--- config.mk ---
export PLATFORM = sky130hd
export DESIGN_NAME = game_sequencer
export DESIGN_NICKNAME = d
export VERILOG_FILES = /design/src/rtl/game_pkg.sv /design/src/rtl/game_sequencer_rise_detect.sv /design/src/rtl/game_sequencer.sv
export SDC_FILE = /design/constraint.sdc
export NUM_CORES = 1
export LEC_CHECK = 0
export ABC_AREA = 1
export CAP_MARGIN = 20
export CORE_MARGIN = 2
export CORE_UTILIZATION = 40
export DETAILED_ROUTE_END_ITERATION = 8
export SYNTH_ARGS = -nofsm -noshare
export SYNTH_HDL_FRONTEND = slang
export SYNTH_SLANG_ARGS = --single-unit
--- constraint.sdc ---
create_clock -name clk -period 4.7 [get_ports clk]
set_input_delay 0.47 -clock clk [delete_from_list [all_inputs] [get_ports clk]]
set_output_delay 0.47 -clock clk [all_outputs]
set_load 0.02 [all_outputs]
--- src/rtl/game_pkg.sv ---
// Shared types and default constants for the UW game frame sequencer.
package game_pkg;

  localparam int unsigned COORD_W          = 10;
  localparam int unsigned SCORE_W          = 8;
  localparam int unsigned ANIMATION_LENGTH = 110;
  localparam int unsigned ANIM_STEP        = 3;
  localparam int unsigned SCROLL_STEP      = 4;
  localparam int unsigned SCROLL_WRAP      = 400;

  typedef enum logic [1:0] {
    IDLE  = 2'd0,
    INTRO = 2'd1,
    PLAY  = 2'd2,
    OVER  = 2'd3
  } state_t;

endpackage

--- src/rtl/game_sequencer_rise_detect.sv ---
// Rising-edge detector: one-cycle pulse when d goes low -> high.
module rise_detect (
  input  logic clk,
  input  logic reset,
  input  logic d,
  output logic pulse
);

  logic d_q;

  always_ff @(posedge clk) begin
    if (reset) d_q <= 1'b0;
    else       d_q <= d;
  end

  assign pulse = d & ~d_q;

endmodule

--- src/rtl/game_sequencer.sv ---
// Frame-rate controller for the UW game: intro animation, scrolling play, game-over.
// Optional pause button enabled by defining GAME_PAUSE_EN.
module game_sequencer #(
  parameter int unsigned ANIMATION_LENGTH = game_pkg::ANIMATION_LENGTH,
  parameter int unsigned ANIM_STEP        = game_pkg::ANIM_STEP,
  parameter int unsigned SCROLL_STEP      = game_pkg::SCROLL_STEP,
  parameter int unsigned SCROLL_WRAP      = game_pkg::SCROLL_WRAP
) (
  input  logic                          clk,
  input  logic                          reset,
  input  logic                          vsync,
  input  logic                          start_btn,
  input  logic                          collision,
`ifdef GAME_PAUSE_EN
  input  logic                          pause_btn,
`endif
  output logic                          frame_tick,
  output logic [1:0]                    state,
  output logic [game_pkg::COORD_W-1:0]  animation,
  output logic [game_pkg::COORD_W-1:0]  x_offset,
  output logic                          game_started,
  output logic                          game_over,
  output logic [game_pkg::SCORE_W-1:0]  score
);

  import game_pkg::*;

  localparam logic [COORD_W:0] ANIM_MAX = (COORD_W+1)'(ANIMATION_LENGTH);
  localparam logic [COORD_W:0] ANIM_INC = (COORD_W+1)'(ANIM_STEP);
  localparam logic [COORD_W:0] SCR_INC  = (COORD_W+1)'(SCROLL_STEP);
  localparam logic [COORD_W:0] SCR_WRAP = (COORD_W+1)'(SCROLL_WRAP);

  state_t             st;
  logic               hit_pending;
  logic               start_press;
  logic               play_active;
  logic [COORD_W:0]   anim_sum;
  logic [COORD_W:0]   x_sum;
  logic               x_wrap;
  logic [COORD_W-1:0] anim_next;
  logic [COORD_W-1:0] x_next;

  rise_detect u_vsync_edge (.clk(clk), .reset(reset), .d(vsync),     .pulse(frame_tick));
  rise_detect u_start_edge (.clk(clk), .reset(reset), .d(start_btn), .pulse(start_press));

`ifdef GAME_PAUSE_EN
  logic pause_press;
  logic paused;

  rise_detect u_pause_edge (.clk(clk), .reset(reset), .d(pause_btn), .pulse(pause_press));

  always_ff @(posedge clk) begin
    if (reset || st != PLAY) paused <= 1'b0;
    else if (pause_press)    paused <= ~paused;
  end

  assign play_active = ~paused;
`else
  assign play_active = 1'b1;
`endif

  // One bit of headroom so the wrap/clamp compare sees the true sum.
  always_comb begin
    anim_sum  = {1'b0, animation} + ANIM_INC;
    x_sum     = {1'b0, x_offset} + SCR_INC;
    x_wrap    = (x_sum >= SCR_WRAP);
    anim_next = (anim_sum >= ANIM_MAX) ? ANIM_MAX[COORD_W-1:0] : anim_sum[COORD_W-1:0];
    x_next    = x_wrap ? (x_sum - SCR_WRAP) : x_sum;
  end

  always_ff @(posedge clk) begin
    if (reset) begin
      st          <= IDLE;
      animation   <= '0;
      x_offset    <= '0;
      score       <= '0;
      hit_pending <= 1'b0;
    end else begin
      case (st)
        IDLE: begin
          animation <= '0;
          x_offset  <= '0;
          if (start_press) begin
            st          <= INTRO;
            score       <= '0;
            hit_pending <= 1'b0;
          end
        end
        INTRO: begin
          if (frame_tick) begin
            if (animation == ANIM_MAX[COORD_W-1:0]) st <= PLAY;
            else                                    animation <= anim_next;
          end
        end
        PLAY: begin
          if (!play_active) begin
            hit_pending <= 1'b0;
          end else if (frame_tick) begin
            hit_pending <= 1'b0;
            if (hit_pending || collision) begin
              st <= OVER;
            end else begin
              x_offset <= x_next;
              if (x_wrap && score != '1) score <= score + 1'b1;
            end
          end else if (collision) begin
            hit_pending <= 1'b1;
          end
        end
        OVER: begin
          if (start_press) begin
            st          <= INTRO;
            animation   <= '0;
            x_offset    <= '0;
            score       <= '0;
            hit_pending <= 1'b0;
          end
        end
        default: st <= IDLE;
      endcase
    end
  end

  assign state        = st;
  assign game_started = (st == PLAY) || (st == OVER);
  assign game_over    = (st == OVER);

endmodule

# After elaboration in Yosys (flattened, before gate mapping)
# Index checks and enable logic that the tools add are counted.
# Widths: inputs -> output; s select.
[totals]
ramBits = 0
regBits = 33
elab_cells = 69
rom_bits = 0
out_inout_bits = 33
latch_bits = 0
n_memories = 0
in_bits = 5
[op_classes]
n_shift = 0
order_cmp = 2
n_addsub = 4
n_div = 0
bitwise = 4
reduce_logical = 13
mul = 0
muxes = 24
eq_ne = 15
[op_table]
columns = ["cell", "count"]
rows = [
  ["$mux 10", 7],
  ["$pmux 10 s3", 2],
  ["$mux 8", 4],
  ["$pmux 8 s2", 1],
  ["$ne 2x2->1 const B", 7],
  ["$add 10x2->11 const B", 1],
  ["$add 10x3->11 const B", 1],
  ["$ge 11x7->1 const B", 1],
  ["$ge 11x9->1 const B", 1],
  ["$eq 10x7->1 const B", 1],
  ["$mux 2", 5],
  ["$reduce_and 5->1", 2],
  ["$sub 10x9->10 const B", 1],
  ["$add 8x1->8 const B", 1],
  ["$ne 8x8->1 const B", 1],
  ["$reduce_and 4->1", 2],
  ["$pmux 2 s3", 1],
  ["$reduce_bool 3->1", 2],
  ["$eq 2x2->1 const B", 2],
  ["$ne 2x1->1 const B", 2],
  ["$mux 1", 3],
  ["$ne 3x3->1 const B", 1],
  ["$reduce_and 3->1", 1],
  ["$and 1x1->1", 2],
  ["8 further kinds", 10],
]

# Logic depth before layout (Yosys ltp)
# Gate-level depths: netlist (run 1).
[logic_depth]
depth_word = 7
depth_mapped = 15
ltp_nobuf = 15

# Hierarchy
# Synthesis (run 1) repeated with hierarchy kept, for this count alone.
[unflattened]
hier_cells = 303
area_unflattened_um2 = 2169.6
[by_module_without_submodules]
columns = ["module", "n_inst", "area_each_um2", "seq_area_each_um2", "cells_each"]
rows = [
  ["game_sequencer", 1, 2107.0, 580.6, 295],
  ["rise_detect", 2, 31.3, 20.0, 4],
]

# Worst setup path before layout (run 1)
# Ideal clock, no wire load.
[synth_path]
kind = "reg-to-reg"
start = "reg x_offset[3] in the netlist's numbering"
end = "reg score[7] in the netlist's numbering"
path_stages_with_launch = 15
n_path_buf = 1
setup_time_ps = 115
t_required_ps = 4585
period_less_slack_ps = 1980
path_slack_ps = 2720
arrival_ps = 1865
cell_sequence = "dfxtp_1 ha_1 nand2_1 clkinv_2 nor2_2 ha_1 nand2_1 nand3_2 nand2_4 nand2_4 nand2_4 nand2_4 buf_12 a21oi_1 nor2_1"
[synth_via]
elab_chain_cells = 5
[synth_lines]
columns = ["item", "line", "text"]
rows = [
  ["start, declared", "game_sequencer.sv:20", "output logic [game_pkg::COORD_W-1:0] x_offset,"],
  ["start signal, assigned", "game_sequencer.sv:103", "x_offset <= x_next;"],
  ["$add 10x3->11", "game_sequencer.sv:65", "x_sum = {1'b0, x_offset} + SCR_INC;"],
  ["$ge 11x9->1", "game_sequencer.sv:66", "x_wrap = (x_sum >= SCR_WRAP);"],
  ["$logic_and 1x1->1", "game_sequencer.sv:104", "if (x_wrap && score != '1) score <= score + 1'b1;"],
  ["$ne 2x2->1 (no source line)", "n/a", ""],
  ["$reduce_and 5->1 (no source line)", "n/a", ""],
  ["end signal, assigned", "game_sequencer.sv:104", ""],
  ["end, declared", "game_sequencer.sv:23", "output logic [game_pkg::SCORE_W-1:0] score"],
]
# Every way passes these cells.
# A chain may end at the register's enable or synchronous reset.

# Final worst setup path (run 1)
[layout_path]
start = "reg st[0], in the netlist state[0]"
end = "reg score[5] in the netlist's numbering"
[layout_via]
elab_chain_cells = 4
elab_cells_between_ends = 11
cone_classes = "eq/ne (6); mux (1); reduce/logical (4)"
[layout_lines]
columns = ["item", "line", "text"]
rows = [
  ["start, declared", "game_sequencer.sv:33", "state_t st;"],
  ["start signal, assigned", "game_sequencer.sv:73", "st <= IDLE;"],
  ["start signal, assigned", "game_sequencer.sv:84", "st <= INTRO;"],
  ["start signal, assigned", "game_sequencer.sv:91", "if (animation == ANIM_MAX[COORD_W-1:0]) st <= PLAY;"],
  ["$eq 2x2->1 or $logic_not 2->1 (tied branches)", "game_sequencer.sv:79", "case (st)"],
  ["$reduce_or 2->1 (no source line)", "n/a", ""],
  ["$ne 2x1->1 (no source line) or $reduce_bool 2->1 (tied branches)", "n/a", ""],
  ["$reduce_and 5->1 (no source line)", "n/a", ""],
]
# Several ways; a longest one is shown, not always the timed one.

==> impl_metrics.json, run 1 <==
{
  "status": "complete, no violations",
  "min_period_ns": 2.37,
  "setup_violations": 0,
  "postRouteAntennaNets": 0,
  "drv_cap": 0,
  "drc_errors": 0,
  "whs_endpoint": "animation[9]",
  "whs_path_depth": 2,
  "grt_start_max_net_pins": 21,
  "p_leak_nw": 1.14,
  "cts_num_sinks": 31,
  "die_area_mm2": 0.00596,
  "fmax_ghz": 0.421,
  "antenna_found_initial": 0,
  "skew_ns": 0.00518,
  "cts_root_buf": "clkbuf_8",
  "ff_latch_area_um2": 621,
  "dpl.hpwl_um": 3610,
  "design_area_mm2": 0.00261,
  "initial_core_util": 0.417,
  "r2r-start": "state[0]",
  "start_kind": "register",
  "place_area_mm2": 0.00252,
  "cts_hold_buf": 0,
  "drt-total-wl_um": 4850,
  "synth_top_area_frac": 0.290,
  "arrival_ns": 2.59,
  "wl_per_cell_um": 11.4,
  "grt_pass1_wl_um": 8530,
  "num_io_pins": 38,
  "tightest_slew_ns": 0.980,
  "rsz0062_at_grt": "no",
  "endpoint_kind": "register",
  "insertion_delay_ns": 0.27,
  "hp-class": "register to register",
  "cts_made_buffers": 5,
  "row_count": 26,
  "synth_xor_xnor_area_share": 0.0163,
  "via_per_inst": 4.80,
  "yosysWarnings": 0,
  "core_mm2": 0.00514,
  "synth-simple-area-share": 0.381,
  "dp_cells": 419,
  "drt_iter0_drc": 114,
  "synthesis.instances": 320,
  "yosys_register_bits": 31,
  "drt_pass1_iterations": 4,
  "powerDensity_mw_per_mm2": 411,
  "holdCritStartpoint": "animation[9]",
  "ir_worst_vdd_mv": 0.343,
  "yosysSeqAreaShare": 0.290,
  "die_w_um": 77.2,
  "ctsHtreeMaxLevel": 2,
  "final_nets": 373,
  "grt_pass1_vias": 1842,
  "slew-limit-headroom": 0.344,
  "portBuffers": 35,
  "vias": 2046,
  "multi_input_area_mm2": 0.00129,
  "cts.path.max_buffers": 2,
  "clkSlewWorstSetupHoldPaths_ns": 0.07,
  "yosysTopAreaCell": "dfxtp_1",
  "synth_top_family_by_area": "simple AND/OR/NAND/NOR gates",
  "track_usage": 0.172,
  "r2r-end": "score[5]",
  "die_h_um": 77.2,
  "gp_congestion": 0.803,
  "cts_setup_buffers": 0,
  "setup_tns_ns": 0,
  "synth_cell_types": 37,
  "layoutNonFillerInstCount": 426,
  "synth_fa_ha_area_frac": 0.0701,
  "grt_overflow": 0,
  "synthTopCellsByArea": "dfxtp_1 (29%), nand2_1 (13%), inv_1 (7.5%)",
  "num_antenna_cells": 0,
  "cts_resized": 0,
  "period_share": 0.505,
  "required_ns": 4.92,
  "final_common_cell": "nand2_1",
  "fillers": 561,
  "drive_gt1_frac": 0.0955,
  "total_power_mw": 1.07,
  "crit_type": "register to register",
  "cts_tree": "built",
  "hold_viol": 0,
  "layout_common_cells": "nand2_1 (74), inv_1 (43), clkdlybuf4s50_1 (35)",
  "r2r_slack_ns": 2.33,
  "syn-cell-area_mm2": 0.00214,
  "drv_slew": 0,
  "synthMuxAreaShare": 0,
  "syn_area_per_cell_um2": 6.70,
  "syn_to_final_growth_pct": 21.7,
  "synth_compound_area_frac": 0.133,
  "crit_fanout": 13,
  "reg2regPathDepth": 9
}
-- state kept, by name (all words and copies together) (netlist names) --
signal and cells:
animation 10, hit_pending 1, score 8, state 2, u_start_edge.d_q 1, x_offset 8, u_vsync_edge.d_q 1
-- worst max path at each step --
stage	from	to	slack, ns
2_1_floorplan	x_offset[3]	score[7]	2.72
3_3_place_gp	start_btn	score[5]	2.19
3_5_place_dp	start_btn	score[5]	2.19
4_1_cts	state[0]	game_started	2.32
5_1_grt	state[0]	score[1]	2.02
6_report	state[0]	score[5]	2.33
-- synth_stat cells --
library cell and count:
ha_1 12, xor2_1 3, o21ai_4 1, clkbuf_8 1, nand3_1 32, conb_1 1, a21boi_0 1, nor2_2 2
nor2_1 30, inv_1 43, buf_12 1, dfxtp_1 31, a21o_2 1, a21oi_1 27, nand4_1 4, o21bai_1 1
nor3_1 6, a21o_1 1, buf_4 3, clkinv_2 1, o21bai_2 1, xnor2_1 1, a21oi_2 2, nand2_4 4
nor3b_1 1, a211oi_1 1, nor2_4 3, nand2_1 74, nand3b_1 2, nand3_2 4, nand2_2 6, o21ai_1 1
o21ai_0 12, or2_2 2, clkinv_1 1, clkbuf_1 2, or2_1 1
-- through the flow --
stage	utilization	setup slack (ns)	hold slack, ns
floorplan	-	2.72	0.454
global placement	0.491	2.19	0.454
detailed placement	0.491	2.19	0.451
CTS	0.508	2.32	0.460
global route	0.508	2.02	0.496
finish	0.508	2.33	0.460
-- critical path, stage by stage (launching register included) --
cell and delay [ns]:
dfxtp_1 0.41, inv_1 0.08, ha_1 0.40, o21ai_0 0.14
nand2_1 0.12, nor2_1 0.77, nand2_2 0.16, nand2_1 0.09
nand2_1 0.05, nor2_1 0.08
-- logic make-up after synthesis --
group | after synthesis
fa+ha+maj | 12
flops | 31
other cells | 1
simple gates | 171
compound gates | 49
xor+xnor | 4
buf+inv | 52
-- layer usage --
layer / global-route usage / wire length (µm) / vias to the layer above / share of wire
met2: 0.261 / 2080 / 36 / 0.43
met3: 0.0400 / 233 / 2 / 0.048
met1: 0.244 / 2500 / 917 / 0.52
met4: 0.0482 / 29 / 0 / 0.0060
li1: - / - / 1091 / -
met5: 0 / 0 / - / 0
-- where the power goes --
part / leakage, nW / switching [mW] / internal (mW)
combinational: 0.840 / 0.307 / 0.203
clock: 0.0470 / 0.0939 / 0.115
sequential: 0.253 / 0.0489 / 0.304
total: 1.14 / 0.450 / 0.622
-- layout make-up --
class	instances	area share
multi-input cells	238	0.495
flip-flops and latches	31	0.238
clock buffers	6	0.0317
clock inverters	1	0.00192
well taps	70	0.0336
inverters	45	0.0652
repair buffers	35	0.134
(Power assumes the default switching activity.)
==> run 2: changes to the inputs <==
==> constraint.sdc (replaced) <==
create_clock -name clk -period 2.4 [get_ports clk]
set_input_delay 0.24 -clock clk [delete_from_list [all_inputs] [get_ports clk]]
set_output_delay 0.24 -clock clk [all_outputs]
set_load 0.02 [all_outputs]
==> run 2 against run 1 <==
Against the previous run: utilization rose by 1.0 points; sequential power rose by 96%; combinational power is 100% higher; largest cell class unchanged; highest routed layer unchanged.
==> impl_metrics.json, run 2 (synthesized netlist as in run 1, its figures left out) <==
{
  "status": "complete, no violations",
  "combPwrFrac": 0.456,
  "drt_iter0_drc": 91,
  "cts_hold_buf": 0,
  "die_area_mm2": 0.00596,
  "biggestRegsByFlops": "animation x10, score x8, x_offset x8",
  "num_io_pins": 38,
  "crit_type": "register to output port",
  "ir_worst_vdd_mv": 0.493,
  "endpoint_kind": "output port",
  "gp_congestion": 0.822,
  "design_area_mm2": 0.00266,
  "required_ns": 2.16,
  "post-route-util": 0.518,
  "cp_slowest_stage_delay_ns": 0.54,
  "setup_tns_ns": 0,
  "drt_pass1_iterations": 4,
  "grt_start_max_net_pins": 20,
  "min_period_ns": 2.16,
  "cts_tree": "built",
  "drv_cap": 0,
  "num_antenna_cells": 0,
  "r2r_slack_ns": 0.39,
  "power.switching_mw": 0.901,
  "layout_common_cells": "nand2_1 (74), inv_1 (43), clkdlybuf4s50_1 (35)",
  "grt_pass1_wl_um": 8380,
  "rsz0062_at_grt": "no",
  "grt_overflow": 0,
  "period_share": 0.902,
  "pwr-share-clk": 0.238,
  "cts_setup_buffers": 0,
  "cts_num_sinks": 31,
  "fillers": 556,
  "powerDensity_mw_per_mm2": 846,
  "grt_pass1_vias": 1849,
  "wl_per_cell_um": 11.5,
  "slowest_stage": "clkdlybuf4s50_1",
  "dpl.hpwl_um": 3720,
  "internal_power_mw": 1.35,
  "insertion_delay_ns": 0.28,
  "drc_errors": 0,
  "top_register": "animation",
  "arrival_ns": 1.92,
  "final_common_cell": "nand2_1",
  "fmax_ghz": 0.462,
  "start_kind": "register",
  "cts_made_buffers": 5,
  "core_mm2": 0.00514,
  "largest_reg_flops": 10,
  "setup_violations": 0,
  "cts_resized": 0,
  "pre_cts_ws_ns": 0.404,
  "cp_cell_sequence": "inv_1, ha_1, or2_2, clkdlybuf4s50_1",
  "crit_fanout": 5,
  "crit_buf_inv": 2,
  "antenna_found_initial": 0,
  "initial_core_util": 0.417,
  "whs_ns": 0.460,
  "syn_to_final_growth_pct": 24.2,
  "hp-class": "register to register",
  "p_leak_nw": 1.17,
  "via_per_inst": 4.83,
  "worst_slack_ns": 0.235,
  "seq_power_share": 0.307,
  "clkSlewWorstSetupHoldPaths_ns": 0.07,
  "ctsHtreeMaxLevel": 2,
  "die_w_um": 77.2,
  "drive_gt1_frac": 0.106,
  "path_delay_family": "buffers and inverters",
  "row_count": 26,
  "postRouteAntennaNets": 0,
  "cts_root_buf": "clkbuf_8",
  "cts.path.max_buffers": 2,
  "swShare": 0.400,
  "drt-total-wl_um": 4930,
  "portBuffers": 35,
  "track_usage": 0.171,
  "place_area_mm2": 0.00254,
  "hold_viol": 0,
  "skew_ns": 0.00787,
  "final_nets": 376,
  "die_h_um": 77.2,
  "drv_slew": 0,
  "vias": 2077
}
## run 2: changes by cell type in the layout (fill, tap and decap cells not counted), sizes merged
cell	delta
bufinv	+1
buf	+3
## run 2: stage by stage
step,std cells,power (mW)
finish,430,2.25
floorplan,321,1.43
detailed placement,422,1.73
global placement,422,1.73
CTS,430,2.28
global route,430,2.44
## run 2: layout make-up
type | count | area [µm²] | share of cell area
multi-input combinational | 238 | 1290 | 0.486
sequential | 31 | 621 | 0.233
timing repair buffer | 38 | 373 | 0.140
inverter | 45 | 170 | 0.0639
tap | 70 | 87.6 | 0.0329
clock buffer | 6 | 82.6 | 0.0310
clock inverter | 2 | 35.0 | 0.0132
## run 2: path summary, 6_finish.rpt
check	startpoint	endpoint	cells after the start
min	animation[8]	animation[8]	2
max	state[0]	game_started	4
min reg2reg	animation[8]	animation[8]	2
max reg2reg	x_offset[2]	score[5]	15
## run 2: tightest hold or removal path, cell delays in order (launching register included)
cell and delay [ns]:
dfxtp_1 0.31, inv_1 0.06, nor3_1 0.05
## run 2: metal layers
| layer | share of wire | global-route usage | vias to the layer above |
|---|---|---|---|
| met4 | 0.0057 | 0.0482 | 0 |
| met1 | 0.52 | 0.239 | 938 |
| met3 | 0.033 | 0.0329 | 2 |
| met5 | 0 | 0 | - |
| li1 | - | - | 1098 |
| met2 | 0.44 | 0.266 | 39 |
## run 2: power groups by stage
| stage | combinational [mW] | clock (mW) | sequential, mW |
|---|---|---|---|
| final | 1.03 | 0.535 | 0.691 |
| after global routing | 1.16 | 0.579 | 0.706 |
| after CTS | 1.03 | 0.555 | 0.692 |
| after detailed placement | 1.03 | 0 | 0.703 |
| after global placement | 1.03 | 0 | 0.700 |
| after floorplan | 0.665 | 0 | 0.769 |
